**config.mk**
```make
export PLATFORM = sky130hd
export DESIGN_NAME = team_name_entry_ctrl
export DESIGN_NICKNAME = d
export VERILOG_FILES = /design/src/rtl/text_pkg.sv /design/src/rtl/hid_to_ascii.sv /design/src/rtl/team_name_entry_ctrl.sv
export SDC_FILE = /design/constraint.sdc
export NUM_CORES = 1
export LEC_CHECK = 0
export CORE_UTILIZATION = 58
export CTS_CLUSTER_SIZE = 24
export DETAILED_ROUTE_END_ITERATION = 12
export PLACE_DENSITY_LB_ADDON = 0.05
export RECOVER_POWER = 25
export SLEW_MARGIN = 20
export SYNTH_ARGS = -nofsm -noshare
export SYNTH_HDL_FRONTEND = slang
export SYNTH_HIERARCHICAL = 1
export SYNTH_SLANG_ARGS = --single-unit
```
**constraint.sdc**
```tcl
create_clock -name Clk -period 4.4 [get_ports Clk]
set_input_delay 0.44 -clock Clk [delete_from_list [all_inputs] [get_ports Clk]]
set_output_delay 0.44 -clock Clk [all_outputs]
set_load 0.005 [all_outputs]
```
**src/rtl/text_pkg.sv**
```systemverilog
// Shared text-overlay definitions: entry FSM states, HID keycodes
// and ASCII constants reused by the overlay text blocks.
package text_pkg;

    typedef enum logic [1:0] {
        CLEAR = 2'd0,
        IDLE  = 2'd1,
        ENTRY = 2'd2,
        DONE  = 2'd3
    } state_t;

    localparam logic [7:0] KC_A     = 8'h04;
    localparam logic [7:0] KC_Z     = 8'h1D;
    localparam logic [7:0] KC_1     = 8'h1E;
    localparam logic [7:0] KC_0     = 8'h27;
    localparam logic [7:0] KC_ENTER = 8'h28;
    localparam logic [7:0] KC_BKSP  = 8'h2A;
    localparam logic [7:0] KC_SPACE = 8'h2C;

    localparam logic [6:0] ASCII_SPACE = 7'h20;
    localparam logic [6:0] ASCII_A     = 7'h41;
    localparam logic [6:0] ASCII_1     = 7'h31;
    localparam logic [6:0] ASCII_0     = 7'h30;

    typedef struct packed {
        logic       printable;
        logic       is_bksp;
        logic       is_enter;
        logic [6:0] ascii;
    } hid_dec_t;

endpackage

```
**src/rtl/hid_to_ascii.sv**
```systemverilog
// Combinational HID keycode classifier and ASCII translator
// for letters, digits, space, backspace and enter.
module hid_to_ascii
    import text_pkg::*;
(
    input  logic [7:0] keycode,
    output hid_dec_t   dec
);

    logic [7:0] w_alpha;
    logic [7:0] w_digit;
    logic       w_is_alpha;
    logic       w_is_digit;

    // Offsets fold the keycode base into the ASCII base
    assign w_alpha = keycode - KC_A + {1'b0, ASCII_A};
    assign w_digit = keycode - KC_1 + {1'b0, ASCII_1};

    assign w_is_alpha = (keycode >= KC_A) && (keycode <= KC_Z);
    assign w_is_digit = (keycode >= KC_1) && (keycode < KC_0);

    always_comb begin
        dec = '0;
        unique case (1'b1)
            w_is_alpha: begin
                dec.printable = 1'b1;
                dec.ascii     = w_alpha[6:0];
            end
            w_is_digit: begin
                dec.printable = 1'b1;
                dec.ascii     = w_digit[6:0];
            end
            (keycode == KC_0): begin
                dec.printable = 1'b1;
                dec.ascii     = ASCII_0;
            end
            (keycode == KC_SPACE): begin
                dec.printable = 1'b1;
                dec.ascii     = ASCII_SPACE;
            end
            (keycode == KC_BKSP): begin
                dec.is_bksp = 1'b1;
            end
            (keycode == KC_ENTER): begin
                dec.is_enter = 1'b1;
            end
            default: begin
                dec = '0;
            end
        endcase
    end

endmodule

```
**src/rtl/team_name_entry_ctrl.sv**
```systemverilog
// Team-name entry sequencer: turns key events into slot writes for
// the overlay name register and blank-fills it on reset or request.
module team_name_entry_ctrl
    import text_pkg::*;
#(
    parameter int         NAME_LEN = 7,
    parameter int         ADDR_W   = 3,
    parameter logic [6:0] PAD_CHAR = 7'h20
) (
    input  logic              Clk,
    input  logic              Reset,
    input  logic [7:0]        keycode,
    input  logic              entry_enable,
    input  logic              clear_req,
    output logic [6:0]        team_in,
    output logic [ADDR_W-1:0] team_addr,
    output logic              we,
    output logic [ADDR_W-1:0] name_len,
    output logic              name_done,
    output logic              busy
);

    localparam logic [ADDR_W-1:0] LP_MAX  = ADDR_W'(NAME_LEN);
    localparam logic [ADDR_W-1:0] LP_LAST = ADDR_W'(NAME_LEN - 1);

    state_t            r_state;
    state_t            w_state_nx;
    logic [7:0]        r_key_prev;
    logic              w_key_ev;
    hid_dec_t          w_dec;
    logic [ADDR_W-1:0] r_clr;
    logic [ADDR_W-1:0] w_clr_nx;
    logic [ADDR_W-1:0] r_len;
    logic [ADDR_W-1:0] w_len_nx;
    logic [ADDR_W-1:0] r_addr;
    logic [ADDR_W-1:0] w_addr_nx;
    logic [6:0]        r_data;
    logic [6:0]        w_data_nx;
    logic              r_we;
    logic              w_we_nx;
    logic              r_done;
    logic              r_busy;

    hid_to_ascii u_dec (
        .keycode (keycode),
        .dec     (w_dec)
    );

    // A held key yields one event; a direct change to another key yields another
    assign w_key_ev = (keycode != 8'h00) && (keycode != r_key_prev);

    always_comb begin
        w_state_nx = r_state;
        w_clr_nx   = r_clr;
        w_len_nx   = r_len;
        w_we_nx    = 1'b0;
        w_addr_nx  = r_addr;
        w_data_nx  = r_data;
        unique case (r_state)
            CLEAR: begin
                w_we_nx   = 1'b1;
                w_addr_nx = r_clr;
                w_data_nx = PAD_CHAR;
                w_clr_nx  = r_clr + 1'b1;
                if (r_clr == LP_LAST) begin
                    w_state_nx = IDLE;
                    w_clr_nx   = '0;
                    w_len_nx   = '0;
                end
            end
            IDLE: begin
                if (clear_req) begin
                    w_state_nx = CLEAR;
                    w_clr_nx   = '0;
                end else if (entry_enable) begin
                    w_state_nx = ENTRY;
                end
            end
            ENTRY: begin
                if (clear_req) begin
                    w_state_nx = CLEAR;
                    w_clr_nx   = '0;
                end else if (!entry_enable) begin
                    w_state_nx = IDLE;
                end else if (w_key_ev) begin
                    unique case (1'b1)
                        w_dec.printable: begin
                            if (r_len < LP_MAX) begin
                                w_we_nx   = 1'b1;
                                w_addr_nx = r_len;
                                w_data_nx = w_dec.ascii;
                                w_len_nx  = r_len + 1'b1;
                            end
                        end
                        w_dec.is_bksp: begin
                            if (r_len != '0) begin
                                w_we_nx   = 1'b1;
                                w_addr_nx = r_len - 1'b1;
                                w_data_nx = PAD_CHAR;
                                w_len_nx  = r_len - 1'b1;
                            end
                        end
                        w_dec.is_enter: begin
                            if (r_len != '0) begin
                                w_state_nx = DONE;
                            end
                        end
                        default: begin
                            w_we_nx = 1'b0;
                        end
                    endcase
                end
            end
            DONE: begin
                if (clear_req) begin
                    w_state_nx = CLEAR;
                    w_clr_nx   = '0;
                end
            end
            default: begin
                w_state_nx = CLEAR;
                w_clr_nx   = '0;
            end
        endcase
    end

    always_ff @(posedge Clk) begin
        if (Reset) begin
            r_state    <= CLEAR;
            r_clr      <= '0;
            r_len      <= '0;
            r_key_prev <= 8'h00;
            r_we       <= 1'b0;
            r_addr     <= '0;
            r_data     <= PAD_CHAR;
            r_done     <= 1'b0;
            r_busy     <= 1'b1;
        end else begin
            r_state    <= w_state_nx;
            r_clr      <= w_clr_nx;
            r_len      <= w_len_nx;
            r_key_prev <= keycode;
            r_we       <= w_we_nx;
            r_addr     <= w_addr_nx;
            r_data     <= w_data_nx;
            r_done     <= (w_state_nx == DONE);
            r_busy     <= (r_state == CLEAR) || (w_state_nx == CLEAR);
        end
    end

    assign team_in   = r_data;
    assign team_addr = r_addr;
    assign we        = r_we;
    assign name_len  = r_len;
    assign name_done = r_done;
    assign busy      = r_busy;

endmodule

```
## Yosys cells after proc, flatten, opt, wreduce, memory -nomap -nowiden

Cells that the tools add are included.

- Bits of input ports: 12
- Flip-flop bits (word level): 29

- Order comparisons: 5
- Add/subtract/negate cells: 7
- Equality and inequality tests: 18
- Muxes and demuxes: 45
- Reductions and logical operators: 13

Operator list:

| kind | count |
|---|---|
| 2-to-1 mux 3 bit | 12 |
| 2-to-1 mux 7 bit | 5 |
| == test 8 x 6 -> 1 bit, second input constant | 4 |
| one-hot mux 3 bit (2 select lines) | 5 |
| one-hot mux 7 bit (2 select lines) | 2 |
| one-hot mux 7 bit (4 select lines) | 1 |
| 2-to-1 mux 2 bit | 9 |
| >= comparator 8 x 3 -> 1 bit, second input constant | 1 |
| >= comparator 8 x 5 -> 1 bit, second input constant | 1 |
| less-or-equal comparator 8 x 5 -> 1 bit, second input constant | 1 |
| less-than comparator 8 x 6 -> 1 bit, second input constant | 1 |
| 2-to-1 mux 1 bit | 8 |
| != test 2 bit, second input constant | 4 |
| != test 8 bit | 1 |
| one-hot mux 2 bit (4 select lines) | 1 |
| AND reduction 8 bit | 1 |
| nonzero test 8 bit | 1 |
| adder 7 x 6 -> 7 bit, second input constant | 1 |
| adder 7 bit, second input constant | 1 |
| AND reduction 7 bit | 1 |
| subtractor 7 x 3 -> 7 bit, second input constant | 1 |
| subtractor 7 x 5 -> 7 bit, second input constant | 1 |
| adder 3 x 1 -> 3 bit, second input constant | 2 |
| == test 2 bit, second input constant | 3 |
| 15 further kinds | 20 |

## Depth between registers and ports, before layout

Gate-level depths: netlist of run 1.

- Depth in word-level cells: 9
- Mapped depth: 10
- Mapped depth without buffers: 10

## Cells and area by module

Netlist of run 1, hierarchy kept.

Modules (own cells, without submodules):

| module | area each (sq um) | cells an instance | seq. area each (sq um) | instances |
|---|---|---|---|---|
| team_name_entry_ctrl | 1470.2 | 157 | 580.6 | 1 |
| hid_to_ascii | 346.6 | 44 | 0.0 | 1 |

## Least setup slack after synthesis of run 1

No wires, ideal clock.

- Path kind: in2reg
- From: in keycode[6]
- To: reg r_addr[0] (netlist: team_addr[0])
- Data required time: 4.279 ns
- Setup time: 0.121 ns
- Buffers on the path: 1
- Path slack: 2.068 ns
- Stages: 7
- Data arrival time: 2.210 ns
- Cell sequence: nor4b_4 -> and4b_2 -> buf_2 -> o21ai_1 -> a211o_4 -> o31a_4 -> mux2_4

RTL lines:

| what | RTL line | source |
|---|---|---|
| start: declaration | team_name_entry_ctrl.sv:12 | `input logic [7:0] keycode,` |
| end signal: assignment | team_name_entry_ctrl.sv:144 | `r_addr <= w_addr_nx;` |
| end: declaration | team_name_entry_ctrl.sv:35 | `logic [ADDR_W-1:0] r_addr;` |

==> metrics list, run 1 <==
* Worst setup path endpoint: team_in[5]$_SDFFE_PP1P_
* Endpoint class of the critical path: flop
- Transition time at the pin with the least slew margin: 1.03 ns
- The critical path starts at keycode[0].
* Violated checks: DRC
* Die Height: about 58 microns
- Data arrival time of the critical path: approximately 3.3 ns
* Starting utilization of the core area: roughly 64%
* Setup repair after global routing missed its margin: false
* Antenna violations before repair: 0
- In this run the post-CTS setup repair buffer count came out at 0.
* Post-detailed-route count of antenna-violating nets: 0
- The flow ran to the end, but the final reports show violations.
- CTS max path bufs: 2
* Number of cells on the worst reg-to-reg path: 6
* Avg Inst Size Synth: about 9.0 sq um
* Total core area: approximately 2900 sq um
- Global routing consumed, over all layers together, 25.2% of the routing resources.
- Share of final-layout standard cells stronger than drive strength 1: 9.29%
- Final total negative setup slack: 0 ns
- The netlist uses 53 different library cells.
* Number of storage elements in the synthesis netlist: 29
- Dpl hpwl: 2690 microns
- The critical path goes through clkdlybuf4s50_1, inv_1, ha_1, nand4b_1, o211ai_2, nand3_1, nand4_1, o21ai_1, o31ai_4, mux2i_1.
- Number of flops mapped to enable cells by yosys: 0
* Top area cells in the synthesized netlist: dfxtp_1, ha_1, mux2i_1, nor2b_1, xor2_1
* Max VDD drop: 0.211 mV
- Dominant cell by count in the synthesized netlist: dfxtp_1
- TritonCTS built the clock tree.
* Global-route wire length before repair: between 6000 and 7000 microns
- The largest total area in the synthesized netlist belongs to dfxtp_1.
- Area grow syn2layout: 18.5%
* Hold-fix buffers, CTS: 0
- Buffers inserted during clock tree synthesis total 5.
* PortBufs: 27
* Final hold viol count: 0
- By count the netlist is led by dfxtp_1, nor2b_1, nor2_1.
- Ant. Diodes: 0
* Gp weighted congestion: 0.816
- CTS sink count: 29
* Width of the die: ~58 microns
- Headroom to the max-slew limit came out at about a third.
- Max stage delay cell, worst path: clkdlybuf4s50_1
- Entering global routing, the biggest net connects 32 pins.
- Share of synthesized area occupied by flip-flops and latches: between 30% and 40%
- The setup check on the worst reg-to-reg path leaves a slack of 2.49 ns.
- For the worst setup path, the data required time is around 4.7 ns.
* CTS resizes: 0
* Maximum achievable frequency: 329 MHz
- In this run the critical register-to-register path is launched from name_len[0]$_SDFFE_PP0P_.
- Total via count in the routed design: approximately 1500
* Setup-failing EPs final: 0
- After clock tree synthesis, the clock-pin slew on the worst setup and hold paths is 0.09 ns.
- Detailed Routing Iterations Pass 1: 9
* Global route total overflow: 0
- Pin placement for this block handled 28 I/O pins.
* Row cnt: 19
- Among all flip-flop cells after synthesis, the most frequent one is dfxtp_1.
- The clock tree synthesis step divided the H-tree into 2 levels.
- After detailed routing, the total wire length is about 3800 microns.
- Worst r2r dst: team_in[5]$_SDFFE_PP1P_
- Yosys warning total: 6
* DRC violation total after the first TritonRoute iteration: 64
* # nets final: around 250
- Class of the tightest hold or removal check: flop to flop
- Number of global-route vias before repair: 1485
- On the final layout, the worst hold slack is 0.484 ns.
- After layout, the minimum clock period comes to around 3 ns.
- After detailed routing, the number of remaining DRC violations is 1.
- Counting every net in the synthesized netlist gives about 220.
- For the final database, setup skew stands at approximately 0.013 ns.
- Summed over all cells, the static leakage comes to 0.000870 uW.
- Final cycle utilization of the critical path: 69.2%
- The count of pins over their slew limit is 0.
- Worst-Skew Late Latency: ~0.33 ns
- The tree is rooted in a clkbuf_4.
- The critical path in this run is classified as input pin to flop.
- Counting instances, the worst hold path has a depth of 2.
- Utilization after layout: 75.4%
- Crit start category: input pin
* Share of async-settable or async-resettable flops after synthesis: 0%
- The largest single stage delay on the critical path is 0.66 ns.
- Max-cap violations in this run came to 0.
- For this design the ratio of total power to cell area is about 250 nW/um^2.
- In the routed layout, each cell is associated on average with a via count of between 5 and 6.
- The die covers approximately 3400 sq um.
- Synthesized netlist cell count: around 200
- Top cell type's share of synthesized area: between 30% and 40%
- Of all nets on the critical path, the largest fanout is 10.
* Routed wirelength normalized by instance count: roughly 15 microns
* Post-synth design cell area: ~1800 sq um
==> power breakdown <==
part / total (uW) / internal, uW / switching (uW)
logic: 68.5 / 33.5 / 35.0
registers: 277 / 270 / 7.05
clock network: 188 / 92.5 / 95.4
total: 534 / 396 / 137
==> worst max-delay path, delay by kind of cell <==
kind                       cells  cell delay [ns]
adders and majority gates      1             0.25
muxes                          1             0.24
buffers and inverters          2             0.80
and+or+nand+nor                3             0.58
AOI/OAI and AO/OA              3             0.99
==> how the worst min path moves through the flow <==
stage,start,endpoint
after global routing,team_in[0]$_SDFFE_PP0P_,team_in[0]$_SDFFE_PP0P_
after detailed placement,team_in[0]$_SDFFE_PP0P_,team_in[0]$_SDFFE_PP0P_
after CTS,team_in[3]$_SDFFE_PP0P_,team_in[3]$_SDFFE_PP0P_
after global placement,team_in[1]$_SDFFE_PP0P_,team_in[1]$_SDFFE_PP0P_
after floorplan,team_in[0]$_SDFFE_PP0P_,team_in[0]$_SDFFE_PP0P_
final,team_in[0]$_SDFFE_PP0P_,team_in[0]$_SDFFE_PP0P_
==> metrics by stage <==
stage	instance area, sq um	std cells	worst slack, ns	total power [uW]
final	2150	257	1.36	534
after global routing	2150	257	1.13	554
after CTS	2150	257	1.36	538
after detailed placement	2080	249	1.03	351
after global placement	2080	249	1.22	348
after floorplan	1820	201	2.07	321
==> flip-flops by register name, indices dropped and copies added, names as in the netlist <==
signal	flops
team_addr	3
name_len	3
team_in	7
we	1
r_state	2
r_clr	3
busy	1
name_done	1
r_key_prev	8
==> cells in the final DEF (no fill, tap or decap), types with 3 or more instances in the layout <==
cell	n
nor2_1	13
inv_1	6
a21oi_1	8
dfxtp_1	29
mux2i_1	11
xor2_1	10
ha_1	10
o211ai_1	3
nand4b_1	3
nand3_1	5
o21ai_0	3
nand2_1	12
clkdlybuf4s50_1	26
a22o_1	3
nand2b_1	10
or3_1	4
nor3_1	4
a211oi_1	3
clkbuf_4	5
nor2b_1	14
o21ai_1	4
==> routing by layer <==
layer  part of all wire (%)  GRT usage (%)
met1                     47           32.7
met2                     44           39.2
met3                    6.9           6.25
met4                    2.0           12.6
met5                      0              0
==> layout make-up <==
type                            instances  area, sq um
Clock buffer                            7         65.1
Clock inverter                          1         5.00
Fill cell                             202          701
Inverter                                7         26.3
Multi-Input combinational cell        155         1170
Sequential cell                        29          581
Tap cell                               31         38.8
Timing Repair Buffer                   27          270
==> kinds of logic (layout without fill, tap and decap cells) <==
family | count (synthesis) | in the layout | share of synthesized area [%]
multiplexers | 13 | 13 | 7.71
flip-flops | 29 | 29 | 32.0
XOR/XNOR | 11 | 11 | 5.30
AND/OR/NAND/NOR | 81 | 81 | 26.9
adder cells (fa/ha/maj) | 10 | 10 | 6.89
buffers and inverters | 17 | 42 | 3.86
AO/OA/AOI/OAI | 40 | 40 | 17.4
Note: power is estimated with default switching activity, not from simulation.
==> inputs of run 2 (changes only) <==
- CORE_UTILIZATION: 58 -> 48
- clock period: 4.4 -> 2.55 ns (I/O delays scaled with it)
==> metrics list, run 2 (same netlist as run 1, synthesis figures left out) <==
- Clock period minus worst slack: around 2.4 ns
* Global-route wire length before repair: 7320 microns (+14%)
- In the finished design, the share of the clock period the worst path needs comes to between 90 and 100%.
- Endpoint class of the critical path: flop
- Final WL: 4180 microns (+9.3%)
- The effective utilization at floorplan was 52.4% (-11 points).
* Antenna violations before repair: 0 (unchanged)
* Data arrival time of the critical path: 2.59 ns (-0.71 ns)
- The final cell utilization of the core came to 71.1% (-4.3 points).
- The number of cell instances on the worst register-to-register path is 8 (+2).
* Worst setup slack for register-to-register paths: 0.64 ns (-1.85 ns)
- Required time worst endpoint: 2.73 ns (-1.93 ns)
* Total GRT Usage: 23.6% (-1.6 points)
* Setup-failing EPs final: 0 (unchanged)
* Dpl hpwl: 3070 microns (+14%)
- Clk slew on worst S/H paths: 0.07 ns (-0.02 ns)
- Total via count in the routed design: 1629 (+7.1%)
- The iteration count of the initial detailed-routing pass is 4 (-5).
* Die Height: 63.5 microns (+9.6%)
- Gp weighted congestion: 0.844 (+3.5%)
- The path class of the tightest hold or removal check is flop to flop.
- The count of pins over their slew limit came to 0 (unchanged).
- Post-detailed-route count of antenna-violating nets: 0 (unchanged)
* Row cnt: 21 (+2)
* Area grow syn2layout: 35.8%
- Vias per cell: 5.38 (-9.2%)
- The worst-margin pin slew is 1.22 ns (+0.194 ns).
- IO Pins: 28 (unchanged)
* Most used cells in the layout excluding fill and tap cells: dfxtp_1, buf_4, clkdlybuf4s50_1, nor2b_1, nor2_1
* CTS sink count: 29 (unchanged)
- Outcome: completed
- The antenna diode count is 0 (unchanged).
* Cts bufs inserted: 5 (unchanged)
- The final hold slack came to 0.476 ns (-0.00738 ns).
* Final hold viol count: 0 (unchanged)
- The leakage power figure was 0.00105 uW (+21%).
- The deepest level of the CTS H-tree was 2 (unchanged).
* Routed wirelength normalized by instance count: 13.8 microns (-7.3%)
- The share of final-layout standard cells stronger than drive strength 1 came to 20.2% (+11 points).
* Max reg flops: 8 (unchanged)
- Width of the die: 63.5 microns (+9.6%)
- The buffer levels on the longest clock path was 2 (unchanged).
- TritonCTS built the clock tree.
- Worst r2r dst: team_in[6]$_SDFFE_PP0P_
- The worst setup path is launched from an input pin.
* Worst slew margin relative to its limit: 18.6% (-13 points)
- The maximum ir drop on the vdd rail is 0.350 mV (+66%).
- Total core area: 3470 sq um (+22%)
- The path with the worst hold slack has its endpoint at team_in[3]$_SDFFE_PP0P_.
- Largest register by flop count: r_key_prev
- # Max-Cap Violations: 0 (unchanged)
* Maximum number of pins on one net before global-route repair: 31 (-3.1%)
- The total number of nets in the final design came to 278 (+13%).
- The largest fanout on the critical path was 4 (-6).
- Worst-Skew Late Latency: 0.28 ns (-0.05 ns)
- For this run, the top clock speed supported by timing is around 410 MHz.
* Global route total overflow: 0 (unchanged)
* Number of remaining DRC errors: 0 (-1)
- The number of global-route vias before repair was 1590 (+7.1%).
- The number of cells after detailed placement was 294 (+18%).
- Startpoint of the worst-slack reg-to-reg timing path: name_len[0]$_SDFFE_PP0P_
* Worst setup path category: input pin to flop
- The worst hold path begins at team_in[3]$_SDFFE_PP0P_.
- DRC violation total after the first TritonRoute iteration: 96 (+50%)
- Power density cells: 454 nW/um^2 (+83%)
- The worst clock skew is 0.00836 ns (-0.00507 ns).
* PortBufs: 27 (unchanged)
* Die Area: 4030 sq um (+20%)
* Clock root buffer: clkbuf_8
- The non-filler instance count after layout was 303 (+18%).
- Number of instances on the worst hold path: 2 (unchanged)
run 2: cell types whose count changed in the layout (fill, tap and decap cells not counted), sizes merged:
cell,change
clkinv,-1
buf,+30
clkbuf,+1
bufinv,+1
run 2: cell type report:
| class | count | area, sq um |
|---|---|---|
| Clock buffer | 7 | 86.3 |
| Clock inverter | 1 | 30.0 |
| Fill cell | 263 | 1000 |
| Inverter | 7 | 26.3 |
| Multi-Input combinational cell | 155 | 1170 |
| Sequential cell | 29 | 581 |
| Tap cell | 46 | 57.6 |
| Timing Repair Buffer | 58 | 512 |
run 2: worst max-delay path, stage by stage:
cell,delay (ns)
clkdlybuf4s50_1,0.51
nor4b_4,0.35
buf_4,0.17
and4b_2,0.25
o21ai_1,0.09
a211o_4,0.35
o31a_4,0.31
mux2_4,0.30
run 2: worst max path at each step:
stage                          start                   endpoint  slack, ns  cells past startpoint
final                     keycode[6]  team_addr[0]$_SDFFE_PP0P_       0.13                      8
after global routing      keycode[0]    team_in[6]$_SDFFE_PP0P_      -0.01                     12
after CTS                 keycode[0]    team_in[6]$_SDFFE_PP0P_       0.11                     12
after detailed placement  keycode[6]  team_addr[1]$_SDFFE_PP0P_      -0.17                      9
after global placement    keycode[6]  team_addr[1]$_SDFFE_PP0P_      -0.13                      9
after floorplan           keycode[6]  team_addr[0]$_SDFFE_PP0P_       0.40                      7
run 2: repair_timing:
| action | in CTS | in global routing |
|---|---|---|
| gates resized for setup | 0 | 3 |
| setup endpoints to repair | 0 | 7 |
| buffers inserted | 0 | 1 |
| hold buffers | 0 | 0 |
run 2: layer usage:
metal  GRT usage [%]  up-vias  wire, microns
li1                -      830              -
met3            5.98       12            213
met4            11.1        0            102
met2            37.8       38           1930
met1            29.4      749           1930
met5               0        -              0
run 2: where the power goes:
group,internal (uW),leakage (uW),switching [uW]
Clock,318,0.0000585,178
Sequential,467,0.000237,12.0
Combinational,78.1,0.000752,65.5
Total,863,0.00105,256
run 2: per-stage QoR:
stage | setup TNS [ns] | instance area (sq um) | power (uW) | setup WS (ns)
final | 0 | 2470 | 1120 | 0.132
after global routing | -0.0108 | 2470 | 1170 | -0.0108
after CTS | 0 | 2450 | 1130 | 0.112
after detailed placement | -1.66 | 2340 | 631 | -0.174
after global placement | -1.08 | 2340 | 627 | -0.126
after floorplan | 0 | 1820 | 554 | 0.403
